<file path="config.mk">
export PLATFORM = sky130hd
export DESIGN_NAME = rf_commit_ctrl
export DESIGN_NICKNAME = d
export VERILOG_FILES = /design/src/rtl/rf_commit_ctrl.sv
export SDC_FILE = /design/constraint.sdc
export NUM_CORES = 1
export LEC_CHECK = 0
export BUFFER_PORTS_ARGS = -buffer_cell sky130_fd_sc_hd__buf_2
export CORE_AREA = 4 4 103 105
export CTS_BUF_LIST = sky130_fd_sc_hd__clkbuf_16
export CTS_CLUSTER_SIZE = 24
export DETAILED_ROUTE_END_ITERATION = 6
export DIE_AREA = 0 0 107 109
export GPL_TIMING_DRIVEN = 0
export PLACE_DENSITY = 0.84
export SKIP_CTS_REPAIR_TIMING = 1
export SLEW_MARGIN = 0
export SYNTH_ARGS = -nofsm -noshare
export SYNTH_HDL_FRONTEND = slang
export SYNTH_SLANG_ARGS = --single-unit
</file>
<file path="constraint.sdc">
create_clock -name clk -period 2.6 [get_ports clk]
set_clock_uncertainty 0.05 [all_clocks]
set_input_delay 0.52 -clock clk [delete_from_list [all_inputs] [get_ports clk]]
set_output_delay 0.52 -clock clk [all_outputs]
set_load 0.05 [all_outputs]
</file>
<file path="src/rtl/rf_commit_ctrl.sv">
// rf_commit_ctrl: in-order ROB commit controller.
// Retires at most one ROB head entry per cycle. It can do one of three things:
//   - write the result to the register file (reg-write, reserved kind),
//   - hand the store off to the LSB and wait for its ack (store),
//   - retire a branch, flushing the pipeline on a mispredict (branch).
// Ports:
//   clk, rst_n              clock, async active-low reset
//   halt                    freezes commit decisions in RUN
//   rob_head_*              head entry: valid/done/kind/rd/val/mispredict/target
//   st_commit_ack           LSB accepted the store commit
//   rob_rf_ready/rd/val     register file write port (ready is a 1-cycle strobe)
//   rob_head_id             current ROB head pointer
//   st_commit_valid/id      store commit request to the LSB
//   flush/flush_pc          1-cycle flush pulse with redirect PC
//   commit_cnt              retired instruction count (wraps at 2^32)
// All outputs come straight from registers.
module rf_commit_ctrl #(
  parameter int XLEN           = 32,
  parameter int REG_CNT_WIDTH  = 5,
  parameter int ROB_SIZE_WIDTH = 3
) (
  input  logic                      clk,
  input  logic                      rst_n,
  input  logic                      halt,
  input  logic                      rob_head_valid,
  input  logic                      rob_head_done,
  input  logic [1:0]                rob_head_kind,
  input  logic [REG_CNT_WIDTH-1:0]  rob_head_rd,
  input  logic [XLEN-1:0]           rob_head_val,
  input  logic                      rob_head_mispredict,
  input  logic [XLEN-1:0]           rob_head_target,
  input  logic                      st_commit_ack,
  output logic                      rob_rf_ready,
  output logic [REG_CNT_WIDTH-1:0]  rob_rf_rd,
  output logic [XLEN-1:0]           rob_rf_val,
  output logic [ROB_SIZE_WIDTH-1:0] rob_head_id,
  output logic                      st_commit_valid,
  output logic [ROB_SIZE_WIDTH-1:0] st_commit_id,
  output logic                      flush,
  output logic [XLEN-1:0]           flush_pc,
  output logic [31:0]               commit_cnt
);

  typedef enum logic [1:0] {RUN, WAIT_ST, FLUSH} state_e;

  localparam logic [1:0] KIND_STORE  = 2'b01;
  localparam logic [1:0] KIND_BRANCH = 2'b10;

  state_e                    state_q, state_d;
  logic                      rf_ready_q, rf_ready_d;
  logic [REG_CNT_WIDTH-1:0]  rf_rd_q, rf_rd_d;
  logic [XLEN-1:0]           rf_val_q, rf_val_d;
  logic [ROB_SIZE_WIDTH-1:0] head_q, head_d;
  logic                      st_vld_q, st_vld_d;
  logic [ROB_SIZE_WIDTH-1:0] st_id_q, st_id_d;
  logic                      flush_q, flush_d;
  logic [XLEN-1:0]           flush_pc_q, flush_pc_d;
  logic [31:0]               cnt_q, cnt_d;

  always_comb begin
    state_d    = state_q;
    rf_ready_d = 1'b0;     // strobe: only high on the edge of a reg-write commit
    rf_rd_d    = rf_rd_q;
    rf_val_d   = rf_val_q;
    head_d     = head_q;
    st_vld_d   = st_vld_q;
    st_id_d    = st_id_q;
    flush_d    = 1'b0;     // pulse: only high on the mispredict edge
    flush_pc_d = flush_pc_q;
    cnt_d      = cnt_q;
    case (state_q)
      RUN: begin
        if (rob_head_valid && rob_head_done && !halt) begin
          case (rob_head_kind)
            KIND_STORE: begin
              // Head stays put until the LSB acknowledges.
              st_vld_d = 1'b1;
              st_id_d  = head_q;
              state_d  = WAIT_ST;
            end
            KIND_BRANCH: begin
              cnt_d = cnt_q + 32'd1;
              if (rob_head_mispredict) begin
                flush_d    = 1'b1;
                flush_pc_d = rob_head_target;
                head_d     = '0;   // ROB is emptied by the flush
                state_d    = FLUSH;
              end else begin
                head_d = head_q + 1'b1;
              end
            end
            default: begin   // reg-write and reserved kind
              rf_ready_d = (rob_head_rd != '0);  // x0 is never written
              rf_rd_d    = rob_head_rd;
              rf_val_d   = rob_head_val;
              head_d     = head_q + 1'b1;
              cnt_d      = cnt_q + 32'd1;
            end
          endcase
        end
      end
      WAIT_ST: begin
        // halt deliberately ignored: the LSB handshake must complete.
        if (st_commit_ack) begin
          st_vld_d = 1'b0;
          head_d   = head_q + 1'b1;
          cnt_d    = cnt_q + 32'd1;
          state_d  = RUN;
        end
      end
      FLUSH: state_d = RUN;   // one dead cycle, nothing evaluated
      default: state_d = RUN;
    endcase
  end

  always_ff @(posedge clk or negedge rst_n) begin
    if (!rst_n) begin
      state_q    <= RUN;
      rf_ready_q <= 1'b0;
      rf_rd_q    <= '0;
      rf_val_q   <= '0;
      head_q     <= '0;
      st_vld_q   <= 1'b0;
      st_id_q    <= '0;
      flush_q    <= 1'b0;
      flush_pc_q <= '0;
      cnt_q      <= '0;
    end else begin
      state_q    <= state_d;
      rf_ready_q <= rf_ready_d;
      rf_rd_q    <= rf_rd_d;
      rf_val_q   <= rf_val_d;
      head_q     <= head_d;
      st_vld_q   <= st_vld_d;
      st_id_q    <= st_id_d;
      flush_q    <= flush_d;
      flush_pc_q <= flush_pc_d;
      cnt_q      <= cnt_d;
    end
  end

  assign rob_rf_ready    = rf_ready_q;
  assign rob_rf_rd       = rf_rd_q;
  assign rob_rf_val      = rf_val_q;
  assign rob_head_id     = head_q;
  assign st_commit_valid = st_vld_q;
  assign st_commit_id    = st_id_q;
  assign flush           = flush_q;
  assign flush_pc        = flush_pc_q;
  assign commit_cnt      = cnt_q;

endmodule
</file>
==> run_results.csv, run 1 <==
group,metric,value,unit
power_and_ir_drop,intPower,0.00371,W
floorplanning,boundaryPins,188,
yosys,ys_async_sr_fraction,100,%
job,max_cap_viol_count,0,
yosys,synthDistinctLibCells,32,
cts,cts_tree,"done",
timing,layout_min_cycle_time,2330,ps
setup_path,critical_path_arrival,2500,ps
placed_design,io_buffers,187,
drt,drt_iter0_drc,114,
power_and_ir_drop,ir_drop,878,µV
power_and_ir_drop,p_leak,3.16,nW
drt,dr.pass1.iters,5,
setup_path,cp-start-kind,"register",
setup_path,path_max_fanout,10,
final_layout,design.final.nets,616,
yosys,syn_area,4580,µm²
drt,drc_errors,0,
grt,overflow,0,
yosys,synth_commonest_cells,"dfrtp_1 (112), mux2_2 (71), nand2_1 (21)",
drt,wirelength,10200,µm
setup_path,crit_type,"reg -> reg",
timing,timing.final.crit_share,89.5,%
drt,antenna_left,0,
yosys,synth_edf_count,0,
yosys,synth_warnings,0,
power_and_ir_drop,p_comb_share,43.7,%
yosys,synth.largest_area_cell,"dfrtp_1",
grt,grt_pass1_wl,16600,µm
power_and_ir_drop,power_density,1130,nW/µm²
cts,cts_buffer_depth,2,
power_and_ir_drop,p_sw_share,45.4,%
cts,clock_sinks,112,
floorplanning,die_y,109,µm
timing,slew_viol_final,0,
placed_design,dp.final_hpwl,7960,µm
yosys,yosysTopAreaCellShare,61.2,%
yosys,ys_seq_area_share,61.2,%
placed_design,gp_congestion,0.808,
power_and_ir_drop,seqPwrFrac,36.7,%
setup_path,setup.worst_path.start,"state_q[0]$_DFFE_PN0P_",
floorplanning,die_w,107,µm
yosys,synth_nets,417,
timing,slew_headroom,50.2,%
setup_path,required,2770,ps
yosys,avgSynthCellArea,13.7,µm²
placed_design,pre_cts_ws,-19.6,ps
min_path,min_path_type,"in -> async",
final_layout,nFillCells,792,
drt,wl_per_cell,15.3,µm
drt,via_per_inst,4.95,
yosys,synth-main-ff-cell,"dfrtp_1",
setup_path,reg2reg_from,"state_q[0]$_DFFE_PN0P_",
grt,grt_pass1_vias,3485,
final_layout,syn_to_final_growth,31.1,%
setup_path,endpoint_kind,"register",
final_layout,antennaDiodeCount,0,
run_status,status,"finished clean",
power_and_ir_drop,switchingPower,0.00308,W
final_layout,final_core_util,62.2,%
timing,fin_ws,273,ps
timing,rsz0062_at_grt,"false",
grt,antenna_found_initial,0,
cts,cts_max_level,3,
timing,tightest_slew,741,ps
final_layout,drive_above_1_share,52.6,%
grt,grt_usage,18.0,%
power_and_ir_drop,clkPwrFrac,19.6,%
yosys,ys_seq_elements,112,
cts,numCtsBuffers,9,
timing,hold_viol,0,
cts,path_clk_slew,70,ps
floorplanning,die_area,11700,µm²
floorplanning,initial_utilization,47.5,%
floorplanning,fp.coreArea,9640,µm²
cts,insertion_delay,340,ps
timing,fmax,430,MHz
grt,grt_max_degree,62,
floorplanning,num_rows,36,
drt,vias,3323,
timing,setup_viol,0,
yosys,ys_top_cells_by_area,"dfrtp_1 (61%), mux2_2 (17%), xnor2_1 (3.6%), xor2_1 (2.3%), nand2_1 (1.7%)",
cts,cts_root_buffer,"clkbuf_16",
yosys,syn_inst,334,
yosys,yosys.cell_count.top_type,"dfrtp_1",
metal layers:
| metal | GRT usage [%] | wire length [µm] | up-vias |
|---|---|---|---|
| met1 | 22.5 | 4160 | 1608 |
| met2 | 29.4 | 5030 | 131 |
| met5 | 0 | 0 | - |
| met4 | 7.12 | 175 | 0 |
| li1 | - | - | 1569 |
| met3 | 5.68 | 871 | 15 |
power groups by stage:
stage / Sequential [W] / Clock, W / Combinational [W]
2_1_floorplan: 0.00417 / 0 / 0.000561
3_3_place_gp: 0.00249 / 0 / 0.00294
3_5_place_dp: 0.00252 / 0 / 0.00300
4_1_cts: 0.00250 / 0.00137 / 0.00300
5_1_grt: 0.00256 / 0.00145 / 0.00311
6_report: 0.00249 / 0.00133 / 0.00297
cell usage in the layout, fill, tap and decap left out:
cell type,Yosys,final
nor3_4,1,1
and4_1,5,5
nand3_2,1,1
mux2_2,71,71
or3_1,1,1
ha_1,5,5
nor4b_1,1,1
clkbuf_1,4,4
o21ai_0,4,4
inv_1,4,6
o21a_1,1,1
nor3_2,1,1
bufinv_16,0,1
clkinv_2,0,1
and2_1,1,1
buf_4,0,1
nand2b_1,1,1
a21oi_1,2,2
nor3_1,10,10
nand3_1,11,11
clkinvlp_4,0,3
nor2_1,11,11
mux2_1,1,1
nor2b_1,4,4
dfrtp_1,112,112
xnor2_1,19,19
nand3b_1,2,2
o2111ai_1,1,1
nand2_1,21,21
xor2_1,12,12
buf_1,2,2
or4b_4,1,1
nor4_4,1,1
nand4_1,11,11
and3_1,7,7
buf_2,5,191
clkbuf_16,0,9
buf_16,0,1
worst paths after layout:
check | endpoint | slack, ps | depth (start not counted)
max | flush_pc[7]$_DFFE_PN0P_ | 270 | 6
min | commit_cnt[30]$_DFFE_PN0P_ | 160 | 1
max reg2reg | flush_pc[7]$_DFFE_PN0P_ | 270 | 6
min reg2reg | commit_cnt[31]$_DFFE_PN0P_ | 410 | 1
max in group asynchronous | rob_rf_val[4]$_DFFE_PN0P_ | 1610 | 2
min in group clk | rob_rf_val[8]$_DFFE_PN0P_ | 360 | 2
state kept, by name, indices dropped and copies added (netlist names):
name             flops
rob_head_id          3
flush                1
st_commit_valid      1
st_commit_id         3
state_q              2
rob_rf_ready         1
flush_pc            32
rob_rf_rd            5
rob_rf_val          32
commit_cnt          32
through the flow:
step	hold slack [ps]	std cells	TNS [ps]	cell area, µm²	total power [W]
after detailed placement	408	655	-304	5710	0.00552
after floorplan	174	334	0	4580	0.00474
after global routing	210	671	0	6000	0.00713
final	156	671	0	6000	0.00679
after CTS	184	671	0	6000	0.00687
after global placement	406	654	-22890	5680	0.00543
final cells by class:
cell class | instances | area [µm²] | area share [%]
Multi-Input combinational cell | 207 | 1710 | 28.5
Tap cell | 133 | 166 | 2.77
Inverter | 4 | 15.0 | 0.250
Clock buffer | 9 | 225 | 3.75
Timing Repair Buffer | 188 | 966 | 16.1
Clock inverter | 7 | 65.1 | 1.08
Sequential cell | 112 | 2800 | 46.7
Buffer | 11 | 47.5 | 0.792
worst max-delay path, cell delays in order (launching register included):
cell and delay, ps:
dfrtp_1 360, buf_2 160, nor3_1 460, and3_1 220, clkbuf_1 290, buf_2 310, mux2_2 360
cells by family after synthesis:
logic type                 Yosys count  synth area share [%]
buffers and inverters               15                  1.37
and+or+nand+nor                     91                  11.4
muxes                               72                  17.7
adders and majority gates            5                  1.37
xor gates and xnor gates            31                  5.93
AOI/OAI and AO/OA                    8                  1.01
DFF                                112                  61.2
Note: power is estimated with default switching activity, not from simulation.
==> run 2, diff against run 1 <==
Settings changed: REMOVE_ABC_BUFFERS set to 1, SLEW_MARGIN 0 to 40.
==> run 2 against run 1 <==
Effect of this change:
- first-iteration DRC count down 14%
- non-clock buffer count down 11
- largest power group unchanged
- die area unchanged
- highest routed layer unchanged
- sequential power about the same
- via count down 0.93%
- core utilization about the same
==> run_results.csv, run 2 (synthesized netlist as in run 1, its figures left out) <==
group,metric,value,unit
timing,fmax,421,MHz
drt,antenna_left,0,
cts,clock_sinks,112,
final_layout,antennaDiodeCount,0,
timing,timing.final.crit_share,91.3,%
setup_path,max_stage_delay,790,ps
placed_design,placedInstanceArea,5670,µm²
timing,fin_ws,227,ps
floorplanning,die_w,107,µm
floorplanning,num_rows,36,
min_path,min_path_type,"in -> async",
timing,tightest_slew,762,ps
placed_design,gp_congestion,0.777,
setup_path,cp-start-kind,"register",
timing,setup_tns,0,ps
setup_path,critical_path_arrival,2540,ps
final_layout,syn_to_final_growth,31.1,%
final_layout,nFillCells,801,
power_and_ir_drop,p_leak,3.16,nW
setup_path,slowest_stage,"and3_2",
run_status,status,"finished clean",
cts,numCtsBuffers,9,
floorplanning,die_area,11700,µm²
drt,via_per_inst,5.00,
cts,cts_buffer_depth,2,
timing,setup_viol,0,
cts,cts_max_level,3,
floorplanning,die_y,109,µm
cts,cts_root_buffer,"clkbuf_16",
power_and_ir_drop,power_density,1160,nW/µm²
setup_path,cp_cell_sequence,"nor3_1, and3_2, mux2_2",
final_layout,finalInstanceArea,6000,µm²
placed_design,pre_cts_ws,48.9,ps
grt,antenna_found_initial,0,
placed_design,dp.cells,644,
power_and_ir_drop,ir_drop,528,µV
setup_path,timing.rr.end,"flush_pc[29]$_DFFE_PN0P_",
grt,overflow,0,
setup_path,r2r_cells,3,
setup_path,path_max_fanout,32,
final_layout,final_common_cell,"buf_2",
drt,drt_iter0_drc,98,
grt,grt_pass1_vias,3333,
final_layout,layout_common_cells,"buf_2 (186), dfrtp_1 (112), mux2_2 (71)",
placed_design,io_buffers,187,
drt,dr.pass1.iters,4,
final_layout,design.final.nets,605,
drt,wl_per_cell,15.8,µm
grt,grt_max_degree,64,
timing,hold_viol,0,
final_layout,drive_above_1_share,53.1,%
setup_path,reg2reg_slack,230,ps
cts,path_clk_slew,70,ps
timing,layout_min_cycle_time,2370,ps
setup_path,reg2reg_from,"state_q[0]$_DFFE_PN0P_",
floorplanning,boundaryPins,188,
cts,insertion_delay,330,ps
grt,grt_usage,17.7,%
grt,grt_pass1_wl,16200,µm
timing,slew_viol_final,0,
final_layout,final_cells,658,
job,max_cap_viol_count,0,
timing,whs,62.5,ps
floorplanning,fp.coreArea,9640,µm²
timing,rsz0062_at_grt,"false",
drt,vias,3292,
drt,wirelength,10400,µm
drt,drc_errors,0,
setup_path,required,2770,ps
setup_path,setup.worst_path.start,"state_q[0]$_DFFE_PN0P_",
floorplanning,initial_utilization,47.5,%
setup_path,critPathCapture,"flush_pc[29]$_DFFE_PN0P_",
setup_path,crit_type,"reg -> reg",
timing,slew_headroom,49.2,%
cts,cts_tree,"done",
setup_path,endpoint_kind,"register",
placed_design,dp.final_hpwl,7990,µm
==> run 2: through the flow <==
| step | util [%] | power, W |
|---|---|---|
| final | 62.3 | 0.00695 |
| after global routing | 62.3 | 0.00727 |
| after CTS | 62.2 | 0.00704 |
| after detailed placement | 58.9 | 0.00552 |
| after global placement | 58.4 | 0.00542 |
| after floorplan | - | 0.00472 |
==> run 2: area by class of cell <==
cell class / count / area, µm² / share of cell area, %
sequential: 112 / 2800 / 46.7
tap: 133 / 166 / 2.77
clock inverter: 5 / 98.8 / 1.65
multi-input combinational: 207 / 1720 / 28.7
inverter: 4 / 15.0 / 0.250
clock buffer: 9 / 225 / 3.75
timing repair buffer: 188 / 973 / 16.2
==> run 2: worst min path at each step <==
stage | startpoint | to | slack, ps | cells after the start
after floorplan | rst_n | commit_cnt[0]$_DFFE_PN0P_ | 170 | 0
after global placement | st_commit_valid$_DFFE_PN0P_ | st_commit_valid$_DFFE_PN0P_ | 410 | 2
after detailed placement | commit_cnt[31]$_DFFE_PN0P_ | commit_cnt[31]$_DFFE_PN0P_ | 420 | 1
after CTS | rst_n | commit_cnt[20]$_DFFE_PN0P_ | 70 | 1
after global routing | rst_n | commit_cnt[19]$_DFFE_PN0P_ | 90 | 1
final | rst_n | commit_cnt[20]$_DFFE_PN0P_ | 60 | 1
==> run 2: power breakdown <==
group | internal [W] | switching (W)
Combinational | 0.000749 | 0.00221
Sequential | 0.00222 | 0.000279
Clock | 0.000926 | 0.000574
Total | 0.00389 | 0.00306
==> run 2: critical path, delay by kind of cell (launching register included) <==
kind             cells  cell delay (ps)
AND/OR/NAND/NOR      2             1310
multiplexers         1              420
flip-flops           1              460
==> run 2: per-layer routing <==
| metal | routed length [µm] | vias up | GRT usage, % | share of wire [%] |
|---|---|---|---|---|
| li1 | - | 1537 | - | - |
| met2 | 5490 | 120 | 31.4 | 53 |
| met1 | 4100 | 1630 | 20.9 | 39 |
| met3 | 759 | 5 | 4.68 | 7.3 |
| met5 | 0 | - | 0 | 0 |
| met4 | 69 | 0 | 5.94 | 0.66 |
==> run 3, diff against run 2 <==
Settings changed: MAX_ROUTING_LAYER set to met4.
==> run 3 against run 2 <==
Effect of this change:
- clock power about the same
- sequential share of layout area unchanged
- via count increased by 0.12%
- maximum frequency decreased by 0.77%
- critical path depth unchanged
- combinational power about the same
- hold slack about the same
- largest power group unchanged
- count of clock-buffer cells in the layout unchanged
- flip-flop and latch count unchanged
- critical path type unchanged
- die area unchanged
- first-iteration DRC count increased by 10%
==> run_results.csv, run 3 (synthesized netlist as in run 1, its figures left out) <==
group,metric,value,unit
grt,antenna_found_initial,0,
grt,overflow,0,
cts,cts_buffer_depth,2,
final_layout,syn_to_final_growth,31.1,%
floorplanning,num_rows,36,
grt,grt_usage,18.2,%
setup_path,cp-start-kind,"register",
placed_design,dp.final_hpwl,7990,µm
timing,slew_viol_final,0,
drt,wl_met2,5470,µm
grt,grt_max_degree,64,
timing,timing.final.crit_share,92.0,%
setup_path,timing.rr.end,"flush_pc[29]$_DFFE_PN0P_",
power_and_ir_drop,p_leak,3.16,nW
floorplanning,initial_utilization,47.5,%
floorplanning,die_y,109,µm
grt,grt_pass1_vias,3335,
final_layout,final_core_util,62.3,%
floorplanning,die_w,107,µm
floorplanning,fp.coreArea,9640,µm²
final_layout,antennaDiodeCount,0,
drt,drc_errors,0,
drt,wirelength,10500,µm
power_and_ir_drop,ir_drop,528,µV
setup_path,critical_path_arrival,2560,ps
setup_path,crit_type,"reg -> reg",
timing,slew_headroom,50.8,%
final_layout,design.final.nets,605,
drt,routed.top_layer,"met4",
cts,insertion_delay,330,ps
timing,rsz0062_at_grt,"false",
timing,layout_min_cycle_time,2390,ps
cts,cts_max_level,3,
cts,numCtsBuffers,9,
run_status,status,"finished clean",
drt,via_per_inst,5.01,
timing,fmax,418,MHz
setup_path,endpoint_kind,"register",
cts,path_clk_slew,70,ps
power_and_ir_drop,power_density,1160,nW/µm²
floorplanning,die_area,11700,µm²
drt,vias,3296,
job,max_cap_viol_count,0,
setup_path,reg2reg_slack,210,ps
placed_design,io_buffers,187,
setup_path,required,2770,ps
timing,tightest_slew,738,ps
drt,wl_met3,705,µm
setup_path,path_max_fanout,32,
cts,cts_tree,"done",
cts,clock_sinks,112,
timing,setup_viol,0,
drt,dr.pass1.iters,6,
drt,antenna_left,0,
drt,wl_met1,4210,µm
final_layout,final_common_cell,"buf_2",
cts,cts_root_buffer,"clkbuf_16",
floorplanning,boundaryPins,188,
grt,grt_pass1_wl,16200,µm
timing,setup_tns,0,ps
timing,hold_viol,0,
drt,drt_iter0_drc,108,
drt,wl_per_cell,15.9,µm
setup_path,r2r_cells,3,
final_layout,layout_common_cells,"buf_2 (186), dfrtp_1 (112), mux2_2 (71)",
setup_path,reg2reg_from,"state_q[0]$_DFFE_PN0P_",
final_layout,drive_above_1_share,53.1,%
placed_design,gp_congestion,0.788,
min_path,min_path_type,"in -> async",
run 3: cell counts in the layout (fill, tap and decap cells not counted):
Identical to the previous run, type by type.
run 3: worst max-delay path by stage:
stage,from,end,cells after the start
after global placement,halt,flush_pc[4]$_DFFE_PN0P_,5
after CTS,state_q[0]$_DFFE_PN0P_,flush_pc[29]$_DFFE_PN0P_,3
after detailed placement,halt,flush_pc[29]$_DFFE_PN0P_,5
after global routing,state_q[0]$_DFFE_PN0P_,flush_pc[29]$_DFFE_PN0P_,3
final,state_q[0]$_DFFE_PN0P_,flush_pc[29]$_DFFE_PN0P_,3
after floorplan,halt,flush_pc[0]$_DFFE_PN0P_,4
run 3: worst max-delay path, cell delays in order, from the launching register on:
cell     delay [ps]
dfrtp_1         470
nor3_1          540
and3_2          770
mux2_2          420
run 3: stage by stage:
step | total power (W) | hold WS, ps | cells | setup WS (ps) | cell area [µm²]
after floorplan | 0.00472 | 174 | 323 | 199 | 4530
after global placement | 0.00542 | 410 | 643 | -292 | 5630
after detailed placement | 0.00552 | 417 | 644 | 48.9 | 5670
after CTS | 0.00704 | 71.9 | 658 | 352 | 6000
after global routing | 0.00727 | 91.8 | 658 | 64.3 | 6000
final | 0.00696 | 62.9 | 658 | 209 | 6000
run 3: report_power, final:
part / total, W / internal (W) / leakage [nW] / switching (W)
Sequential: 0.00250 / 0.00222 / 1.43 / 0.000281
Combinational: 0.00296 / 0.000749 / 1.56 / 0.00221
Clock: 0.00150 / 0.000926 / 0.163 / 0.000578
run 3: layout make-up:
class | instances | area, µm²
Inverter | 4 | 15.0
Multi-Input combinational cell | 207 | 1720
Timing Repair Buffer | 188 | 973
Clock inverter | 5 | 98.8
Tap cell | 133 | 166
Sequential cell | 112 | 2800
Clock buffer | 9 | 225
Fill cell | 801 | 3640
run 3: routing by layer:
layer,track usage (%),up-vias
li1,-,1540
met1,21.3,1627
met2,31.6,123
met3,4.03,6
met4,5.94,0
met5,-,-
